--- src/rtl/light_countdown_pkg.sv ---
// Shared light-code constants and the BCD helper used to build the per-phase load values.
package light_countdown_pkg;

    localparam int RED = 2;
    localparam int YEL = 1;
    localparam int GRN = 0;

    localparam logic [2:0] C_RED = 3'b100;
    localparam logic [2:0] C_YEL = 3'b010;
    localparam logic [2:0] C_GRN = 3'b001;
    localparam logic [2:0] C_OFF = 3'b000;

    function automatic logic [7:0] to_bcd(input int v);
        return {4'(v / 10), 4'(v % 10)};
    endfunction

endpackage

--- src/rtl/light_countdown_if.sv ---
// Street light inputs and countdown display outputs for the two streets.
interface light_countdown_if;
    logic [2:0] street_a;
    logic [2:0] street_b;
    logic [3:0] a_tens;
    logic [3:0] a_ones;
    logic [3:0] b_tens;
    logic [3:0] b_ones;
    logic       blank_a;
    logic       blank_b;
    logic       fault;

    modport master (
        output street_a, street_b,
        input  a_tens, a_ones, b_tens, b_ones, blank_a, blank_b, fault
    );

    modport slave (
        input  street_a, street_b,
        output a_tens, a_ones, b_tens, b_ones, blank_a, blank_b, fault
    );
endinterface

--- src/rtl/light_countdown_channel.sv ---
// One street's countdown: phase-change detect, seconds prescaler, saturating BCD down-counter, blank.
module countdown_channel
    import light_countdown_pkg::*;
#(
    parameter int TICK_DIV = 50_000_000,
    parameter int G_TIME   = 25,
    parameter int Y_TIME   = 3,
    parameter int R_TIME   = 28
) (
    input  logic       clk,
    input  logic       rst,
    input  logic [2:0] code,
    output logic [3:0] tens,
    output logic [3:0] ones,
    output logic       blank
);

    localparam int         PW    = $clog2(TICK_DIV);
    localparam logic [7:0] G_BCD = to_bcd(G_TIME);
    localparam logic [7:0] Y_BCD = to_bcd(Y_TIME);
    localparam logic [7:0] R_BCD = to_bcd(R_TIME);

    logic [2:0]    prev;
    logic [PW-1:0] presc;
    logic          valid;

    assign valid = $onehot(code);

    // 00 saturates; the count only leaves 00 through a reload.
    function automatic logic [7:0] bcd_dec(input logic [7:0] v);
        if (v[3:0] != 4'd0)      return {v[7:4], v[3:0] - 4'd1};
        else if (v[7:4] != 4'd0) return {v[7:4] - 4'd1, 4'd9};
        else                     return 8'h00;
    endfunction

    function automatic logic [7:0] load_value(input logic [2:0] c);
        case (c)
            C_RED:   return R_BCD;
            C_YEL:   return Y_BCD;
            default: return G_BCD;
        endcase
    endfunction

    always_ff @(posedge clk) begin
        if (rst) begin
            prev  <= C_OFF;
            presc <= '0;
            tens  <= 4'd0;
            ones  <= 4'd0;
            blank <= 1'b1;
        end else if (valid) begin
            blank <= 1'b0;
            if (code != prev) begin
                {tens, ones} <= load_value(code);
                presc        <= '0;
                prev         <= code;
            end else if (presc == PW'(TICK_DIV - 1)) begin
                presc        <= '0;
                {tens, ones} <= bcd_dec({tens, ones});
            end else begin
                presc <= presc + 1'b1;
            end
        end else begin
            // Off or multi-hot: freeze the count; only an off code forgets the phase.
            blank <= 1'b1;
            if (code == C_OFF) prev <= C_OFF;
        end
    end

endmodule

--- src/rtl/light_countdown.sv ---
// Countdown display driver for both streets plus sticky detection of conflicting or malformed codes.
module light_countdown
    import light_countdown_pkg::*;
#(
    parameter int TICK_DIV = 50_000_000,
    parameter int G_TIME   = 25,
    parameter int Y_TIME   = 3,
    parameter int R_TIME   = 28
) (
    input  logic              clk,
    input  logic              rst,
    light_countdown_if.slave  bus
);

    if (G_TIME < 1 || G_TIME > 99 || Y_TIME < 1 || Y_TIME > 99 || R_TIME < 1 || R_TIME > 99)
        $error("light_countdown: phase durations must be within 1..99");
    if (R_TIME != G_TIME + Y_TIME)
        $error("light_countdown: R_TIME must equal G_TIME + Y_TIME");
    if (TICK_DIV < 2)
        $error("light_countdown: TICK_DIV must be at least 2");

    logic valid_a, valid_b, multi_a, multi_b, conflict;

    assign valid_a  = $onehot(bus.street_a);
    assign valid_b  = $onehot(bus.street_b);
    assign multi_a  = !$onehot0(bus.street_a);
    assign multi_b  = !$onehot0(bus.street_b);
    assign conflict = valid_a && valid_b && !bus.street_a[RED] && !bus.street_b[RED];

    always_ff @(posedge clk) begin
        if (rst) bus.fault <= 1'b0;
        else if (conflict || multi_a || multi_b) bus.fault <= 1'b1;
    end

    countdown_channel #(
        .TICK_DIV(TICK_DIV), .G_TIME(G_TIME), .Y_TIME(Y_TIME), .R_TIME(R_TIME)
    ) u_chan_a (
        .clk  (clk),
        .rst  (rst),
        .code (bus.street_a),
        .tens (bus.a_tens),
        .ones (bus.a_ones),
        .blank(bus.blank_a)
    );

    countdown_channel #(
        .TICK_DIV(TICK_DIV), .G_TIME(G_TIME), .Y_TIME(Y_TIME), .R_TIME(R_TIME)
    ) u_chan_b (
        .clk  (clk),
        .rst  (rst),
        .code (bus.street_b),
        .tens (bus.b_tens),
        .ones (bus.b_ones),
        .blank(bus.blank_b)
    );

endmodule

--- src/flat_wrapper.sv ---
// flat-port wrapper written by rule: the top's interface ports become plain ports
module light_countdown_flat import light_countdown_pkg::*;
#(
    parameter int TICK_DIV = 50_000_000,
    parameter int G_TIME   = 25,
    parameter int Y_TIME   = 3,
    parameter int R_TIME   = 28
)
  (clk, rst, bus_street_a, bus_street_b, bus_a_tens, bus_a_ones, bus_b_tens, bus_b_ones, bus_blank_a, bus_blank_b, bus_fault);
  light_countdown_if bus_i ();
  input  logic clk;
  input  logic rst;
  input wire logic [$bits(bus_i.street_a)-1:0] bus_street_a;
  input wire logic [$bits(bus_i.street_b)-1:0] bus_street_b;
  output wire logic [$bits(bus_i.a_tens)-1:0] bus_a_tens;
  output wire logic [$bits(bus_i.a_ones)-1:0] bus_a_ones;
  output wire logic [$bits(bus_i.b_tens)-1:0] bus_b_tens;
  output wire logic [$bits(bus_i.b_ones)-1:0] bus_b_ones;
  output wire logic [$bits(bus_i.blank_a)-1:0] bus_blank_a;
  output wire logic [$bits(bus_i.blank_b)-1:0] bus_blank_b;
  output wire logic [$bits(bus_i.fault)-1:0] bus_fault;
  assign bus_i.street_a = bus_street_a;
  assign bus_i.street_b = bus_street_b;
  assign bus_a_tens = bus_i.a_tens;
  assign bus_a_ones = bus_i.a_ones;
  assign bus_b_tens = bus_i.b_tens;
  assign bus_b_ones = bus_i.b_ones;
  assign bus_blank_a = bus_i.blank_a;
  assign bus_blank_b = bus_i.blank_b;
  assign bus_fault = bus_i.fault;
  light_countdown #(.TICK_DIV(TICK_DIV), .G_TIME(G_TIME), .Y_TIME(Y_TIME), .R_TIME(R_TIME)) u_core (.clk(clk), .rst(rst), .bus(bus_i));
endmodule
--- config.mk ---
export PLATFORM = sky130hd
export DESIGN_NAME = light_countdown_flat
export DESIGN_NICKNAME = d
export VERILOG_FILES = /design/src/rtl/light_countdown_pkg.sv /design/src/rtl/light_countdown_if.sv /design/src/rtl/light_countdown_channel.sv /design/src/rtl/light_countdown.sv /design/src/flat_wrapper.sv
export SDC_FILE = /design/constraint.sdc
export NUM_CORES = 1
export LEC_CHECK = 0
export ABC_AREA = 1
export CAP_MARGIN = 0
export CELL_PAD_IN_SITES_DETAIL_PLACEMENT = 0
export CELL_PAD_IN_SITES_GLOBAL_PLACEMENT = 2
export CORE_MARGIN = 3
export CORE_UTILIZATION = 36
export DETAILED_ROUTE_END_ITERATION = 7
export PLACE_DENSITY_LB_ADDON = 0.1
export RECOVER_POWER = 50
export SLEW_MARGIN = 20
export SYNTH_ARGS = -nofsm -noshare
export SYNTH_HDL_FRONTEND = slang
export SYNTH_SLANG_ARGS = --single-unit
--- constraint.sdc ---
create_clock -name clk -period 4.7 [get_ports clk]
set_input_delay 0.94 -clock clk [delete_from_list [all_inputs] [get_ports clk]]
set_output_delay 0.94 -clock clk [all_outputs]
set_load 0.05 [all_outputs]
==> parameters.txt <==
Parameter                              Value

Logic synthesis
  Post-Synth Adder-Cell Area    2.14%
  Fraction of the mapped netlist area in simple logic gates    39.5%
  Register bit count reported by yosys    77
  Most frequently used flop master after synthesis    sky130_fd_sc_hd__dfxtp_1
  Count of flip-flops with a built-in enable after synthesis    0
  Share of synthesized area occupied by flip-flops and latches    36.6%
  Gate Count Post-Synth    613
  Post-synthesis net count    627
  Per-instance average area after synthesis    6.88 µm²
  Proportion of netlist area held by the largest area contributor    36.6%
  Main area contributors after synthesis    sky130_fd_sc_hd__dfxtp_1 37%, sky130_fd_sc_hd__nand2_1 13%, sky130_fd_sc_hd__nor2_1 11%
  Post-synthesis cell type count    32
  Area fraction in compound gates after synthesis    4.18%
  Combinational family with the most area after synthesis    simple AND/OR/NAND/NOR gates
  Post-synthesis xor/xnor area fraction    9.73%
  Cell taking the most area after synthesis    sky130_fd_sc_hd__dfxtp_1
  Mux share of post-synthesis cell area    0%
  Synth async-reset ratio    0%
  Number of warning messages in the yosys log    0
  Area of the mapped netlist    4220 µm²

Setup path
  Nature of the critical path startpoint    primary input
  Worst-path cell with the longest stage delay    sky130_fd_sc_hd__dlygate4sd3_1
  Reg2reg setup slack    2.78 ns
  Endpoint kind of the worst setup timing path    flip-flop
  Crit path largest cell delay    0.64 ns
  CP max FO    24
  Origin of the worst setup path    bus_street_b[0]
  Worst setup endpoint    u_core.u_chan_b.presc[22]
  Most frequent cell on the critical path    sky130_fd_sc_hd__nor2_1
  Crit path DAT    3.90 ns
  End of the worst register-to-register path    u_core.u_chan_a.presc[21]
  Worst Path Buf+Inv    3
  Critical path required time    4.91 ns
  Cell breakdown of the critical path    dlygate4sd3_1 -> fa_1 -> inv_1 -> nor2_1 -> clkbuf_1 -> nand2_1 -> nand2_4 -> nor2_1
  Critical Path Stages    8
  Worst r2r src    u_core.u_chan_a.presc[0]
  Path depth of the worst reg2reg path    10
  Worst Path Class, Setup    in2reg
  CP top delay family    simple AND/OR/NAND/NOR gates

Place
  Post-placement worst setup slack    1.09 ns
  Number of cells in the design after placement    773
  HPWL after DPL    7150 µm
  IO Port Bufs    26
  Placer's final routability congestion estimate    0.843

Clocking
  Number of gates resized after CTS    0
  Root buf cell    sky130_fd_sc_hd__clkbuf_16
  Maximum root-to-sink buffer count    2
  Worst-Skew Late Latency    0.34 ns
  Hold Buf Count CTS    0
  TritonCTS clock tree    yes
  TritonCTS Buffers    9
  Clock sinks    77
  Htree depth    3
  Buffer count from post-CTS setup fixing    0
  Clock-pin slew reported for the worst setup and hold paths after clock tree synthesis    0.06 ns

STA
  Post-layout worst setup margin    1.01 ns
  Post-route clock period utilization    78.5%
  Final Setup Violations    0
  Final Hold Violating Endpoints    0
  Transition time at the pin with the least slew margin    0.811 ns
  Layout Skew    0.00799 ns
  Post-Route Setup TNS    0 ns
  Fin crit period    3.69 ns
  Max Fclk    271 MHz
  Unrepaired setup endpoints after global routing    false
  Relative max-transition margin    45.7%
  Count of final max-slew check failures    0

Cells and area
  Antenna diode count    0
  Final instance count without filler cells    789
  Final net count    658
  Fraction of layout instances using a drive strength above 1    5.70%
  Most common cell after layout, fill and taps aside    sky130_fd_sc_hd__nand2_1
  Commonest cells after routing, fill and taps aside    144 x sky130_fd_sc_hd__nand2_1, 127 x sky130_fd_sc_hd__nor2_1, 77 x sky130_fd_sc_hd__dfxtp_1, 65 x sky130_fd_sc_hd__inv_1, 40 x sky130_fd_sc_hd__nand3_1
  Growth of design area from synthesis to finish    15.2%

Global routing
  GRT Residual Overflow    0
  First-pass GRT wire length    17100 µm
  Number of global-route vias before repair    3814
  GRT Util Overall    16.1%
  Antenna violations before repair    0
  Pin count of the biggest net entering global routing    25

Floorplan
  Initial Utilization    37.9%
  Number of core rows    38
  Core ar.    11100 µm²
  Horizontal extent of the die    114 µm
  I/O pins    27
  Chip height    114 µm
  Overall die area    13000 µm²

Power and ir drop
  Worst IR drop on VDD    0.341 mV
  Standby leakage power    0.00194 µW
  Post-layout power    1650 µW
  Areal power density over the cells    340 nW/µm²

Status
  Run status    finished clean

Drt
  Routed wire length    9520 µm
  Final routed wire length divided by cell count    12.1 µm
  Antenna-violating nets left    0
  Number of design rule violations left after detail routing    0
  Initial DRT Pass Iterations    6
  Via count    3743
  Avg Vias per Cell    4.74
  Number of design-rule violations left by the first detailed-router iteration    162

Run
  MaxCap Viol Count    0

Min path
  Path category of the worst min-delay check    reg2reg
[kinds of logic (layout without fill, tap and decap cells)]
group | count (synthesis) | after routing
fa+ha+maj | 6 | 6
flops | 77 | 77
simple gates | 373 | 373
buf+inv | 78 | 114
xor+xnor | 46 | 46
compound gates | 33 | 33
[worst reg2reg max path: stages, from the launching register on]
cell                      delay (ns)
sky130_fd_sc_hd__dfxtp_1        0.38
sky130_fd_sc_hd__ha_1           0.19
sky130_fd_sc_hd__inv_1          0.09
sky130_fd_sc_hd__nor2_2         0.13
sky130_fd_sc_hd__nand2_1        0.06
sky130_fd_sc_hd__nor2_1         0.11
sky130_fd_sc_hd__nand3_2        0.11
sky130_fd_sc_hd__nand2_4        0.11
sky130_fd_sc_hd__nand2_1        0.21
sky130_fd_sc_hd__nand2_4        0.32
sky130_fd_sc_hd__nor2_1         0.10
[registers in the layout, indices dropped and copies added (netlist names)]
register and flops:
u_core.u_chan_a.prev 3, u_core.u_chan_b.tens 4, u_core.u_chan_b.ones 4, u_core.u_chan_b.blank 1, u_core.u_chan_a.presc 26, u_core.u_chan_a.blank 1
u_core.bus.fault 1, u_core.u_chan_a.ones 4, u_core.u_chan_b.prev 3, u_core.u_chan_a.tens 4, u_core.u_chan_b.presc 26
[stage by stage]
| step | utilization (%) | hold slack (ns) | cell area, µm² |
|---|---|---|---|
| after detailed placement | 41.4 | 0.480 | 4600 |
| after CTS | 44.0 | 0.488 | 4890 |
| final | 43.6 | 0.487 | 4860 |
| after floorplan | - | 0.455 | 4220 |
| after global placement | 41.4 | 0.476 | 4600 |
| after global routing | 43.6 | 0.526 | 4860 |
[cells in the mapped netlist (all sizes together) (2+ instances only)]
master,instances
xnor2,12
buf,6
nand2,149
inv,67
ha,4
nand3b,3
a21oi,18
o21bai,2
nor2,135
nand4,17
clkinv,2
dfxtp,77
clkbuf,3
o22ai,3
nor3b,4
nand3,42
fa,2
xor2,34
o21ai,9
nor3,21
[worst min-delay path by stage]
stage	end	from	slack [ns]	cells after the start
2_1_floorplan	u_core.u_chan_a.presc[1]	u_core.u_chan_a.presc[1]	0.46	2
3_3_place_gp	u_core.u_chan_a.presc[1]	u_core.u_chan_a.presc[1]	0.48	2
3_5_place_dp	u_core.u_chan_a.presc[1]	u_core.u_chan_a.presc[1]	0.48	2
4_1_cts	u_core.u_chan_a.presc[1]	u_core.u_chan_a.presc[1]	0.49	2
5_1_grt	u_core.u_chan_b.presc[1]	u_core.u_chan_b.presc[1]	0.53	2
6_report	u_core.u_chan_a.presc[1]	u_core.u_chan_a.presc[1]	0.49	2
[power breakdown]
group | internal (µW) | switching, µW
combinational | 78.8 | 189
sequential | 675 | 19.5
clock | 422 | 266
total | 1180 | 474
[final cells by class]
| cell class | count | area, µm² |
|---|---|---|
| sequential | 77 | 1540 |
| timing repair buffer | 29 | 279 |
| inverter | 69 | 259 |
| clock buffer | 11 | 243 |
| fill | 1195 | 6270 |
| multi-input combinational | 458 | 2310 |
| tap | 140 | 175 |
| clock inverter | 5 | 50.0 |
[per-layer routing]
layer	part of all wire, %	GRT usage (%)
met4	1.4	4.59
met5	0	0
met2	48	27.3
met1	48	19.9
met3	2.5	4.49
(Power assumes the default switching activity.)
==> patch, RTL diff (same settings) <==
`TICK_DIV` is set to 50_000_000 in 3 places; all go to 12_500_000.
--- a/src/rtl/light_countdown_channel.sv
+++ b/src/rtl/light_countdown_channel.sv
@@ -3,5 +3,5 @@
     import light_countdown_pkg::*;
 #(
-    parameter int TICK_DIV = 50_000_000,
+    parameter int TICK_DIV = 12_500_000,
     parameter int G_TIME   = 25,
     parameter int Y_TIME   = 3,
--- a/src/rtl/light_countdown.sv
+++ b/src/rtl/light_countdown.sv
@@ -3,5 +3,5 @@
     import light_countdown_pkg::*;
 #(
-    parameter int TICK_DIV = 50_000_000,
+    parameter int TICK_DIV = 12_500_000,
     parameter int G_TIME   = 25,
     parameter int Y_TIME   = 3,
--- a/src/flat_wrapper.sv
+++ b/src/flat_wrapper.sv
@@ -2,5 +2,5 @@
 module light_countdown_flat import light_countdown_pkg::*;
 #(
-    parameter int TICK_DIV = 50_000_000,
+    parameter int TICK_DIV = 12_500_000,
     parameter int G_TIME   = 25,
     parameter int Y_TIME   = 3,
Check against the original RTL: no difference found for any inputs over 4 cycles, from zero or initial values and one cycle with rst high; that may be too few to reach the edited logic, so the function may still have changed.
==> patch against the unedited design <==
Via count grew 2.0%; sequential power shrank 4.9%; critical path depth grew 2; clock skew shrank 1.9 ps; power grew 8.4%; worst hold slack is essentially flat; clock power grew 21%; worst setup slack lost 16 ps; count of clock-buffer cells in the layout shrank 1; design area is essentially flat; area after synthesis shrank 2.7%; sequential cell count shrank 4; wire length grew 2.9%; critical endpoint is now u_core.u_chan_b.presc[14].
==> patch: results (changes against the unedited design) <==
| Quantity | Reported | Unit | vs unedited |
| --- | --- | --- | --- |
| Run status | complete, no violations | - | unchanged |
| Power attributed to combinational cells | 293 | uW | was 268 uW |
| GRT Resource Usage Total | 16.5 | % | was 16.1% |
| Place WS | 1100 | ps | was 1090 ps |
| Fin crit period | 3700 | ps | was 3690 ps |
| Layout cell share with drive strength beyond 1 | 5.61 | % | was 5.70% |
| Cell count after placement | 783 | - | was 773 |
| Largest clock skew in the final design | 6.10 | ps | was 7.99 ps |
| Layout fillers | 1152 | - | was 1195 |
| Met3 layer wire length in the routed design | 239 | um | was 242 um |
| Worst Hold End | u_core.u_chan_b.presc[1] | - | was u_core.u_chan_a.presc[1] |
| Critical-path maximum fanout | 11 | - | was 24 |
| Post-synthesis sequential area ratio | 35.6 | % | was 36.6% |
| Via count of the first global-routing pass | 3705 | - | was 3814 |
| Met3 capacity usage during global routing | 2.89 | % | was 4.49% |
| HPWL after detailed placement | 7270 | um | was 7150 um |
| Reg-to-reg endpoint | u_core.u_chan_a.presc[12] | - | was u_core.u_chan_a.presc[21] |
| Final weighted congestion in routability-driven placement | 0.838 | - | was 0.843 |
| Average wire length per cell after detail routing | 12.3 | um | was 12.1 um |
| Most frequent cells after synthesis | 151 x sky130_fd_sc_hd__nand2_1, 111 x sky130_fd_sc_hd__nor2_1, 76 x sky130_fd_sc_hd__inv_1 | - | was 141 x sky130_fd_sc_hd__nand2_1, 126 x sky130_fd_sc_hd__nor2_1, 77 x sky130_fd_sc_hd__dfxtp_1 |
| Number of nets produced by synthesis | 637 | - | was 627 |
| Cell-internal power | 1300 | uW | was 1180 uW |
| Global routing met1 resource utilization | 21.4 | % | was 19.9% |
| Worst-case vdd ir drop | 0.214 | mV | was 0.341 mV |
| Average cell area after synthesis | 6.59 | um2 | was 6.88 um2 |
==> patch: cell type report <==
class,instances,share of cell area [%]
clock inverters,6,2.68
inverters,80,6.24
flip-flops and latches,73,30.1
multi-input cells,460,46.6
repair buffers,30,5.98
clock buffers,10,4.72
well taps,140,3.61
==> patch: kinds of logic after synthesis <==
family	synth area share, %
flip-flops	35.6
AO/OA/AOI/OAI	7.01
buffers and inverters	8.78
AND/OR/NAND/NOR	40.4
adder cells (fa/ha/maj)	2.20
XOR/XNOR	5.98
==> patch: critical path, delay by kind of cell <==
family,cells,cell delay (ps)
AND/OR/NAND/NOR,4,1100
buffers and inverters,4,1200
XOR/XNOR,1,130
adder cells (fa/ha/maj),1,520
==> patch: through the flow <==
step	power (uW)	instance area [um2]
2_1_floorplan	893	4100
3_3_place_gp	976	4510
3_5_place_dp	975	4510
4_1_cts	1820	4870
5_1_grt	1870	4850
6_report	1790	4850
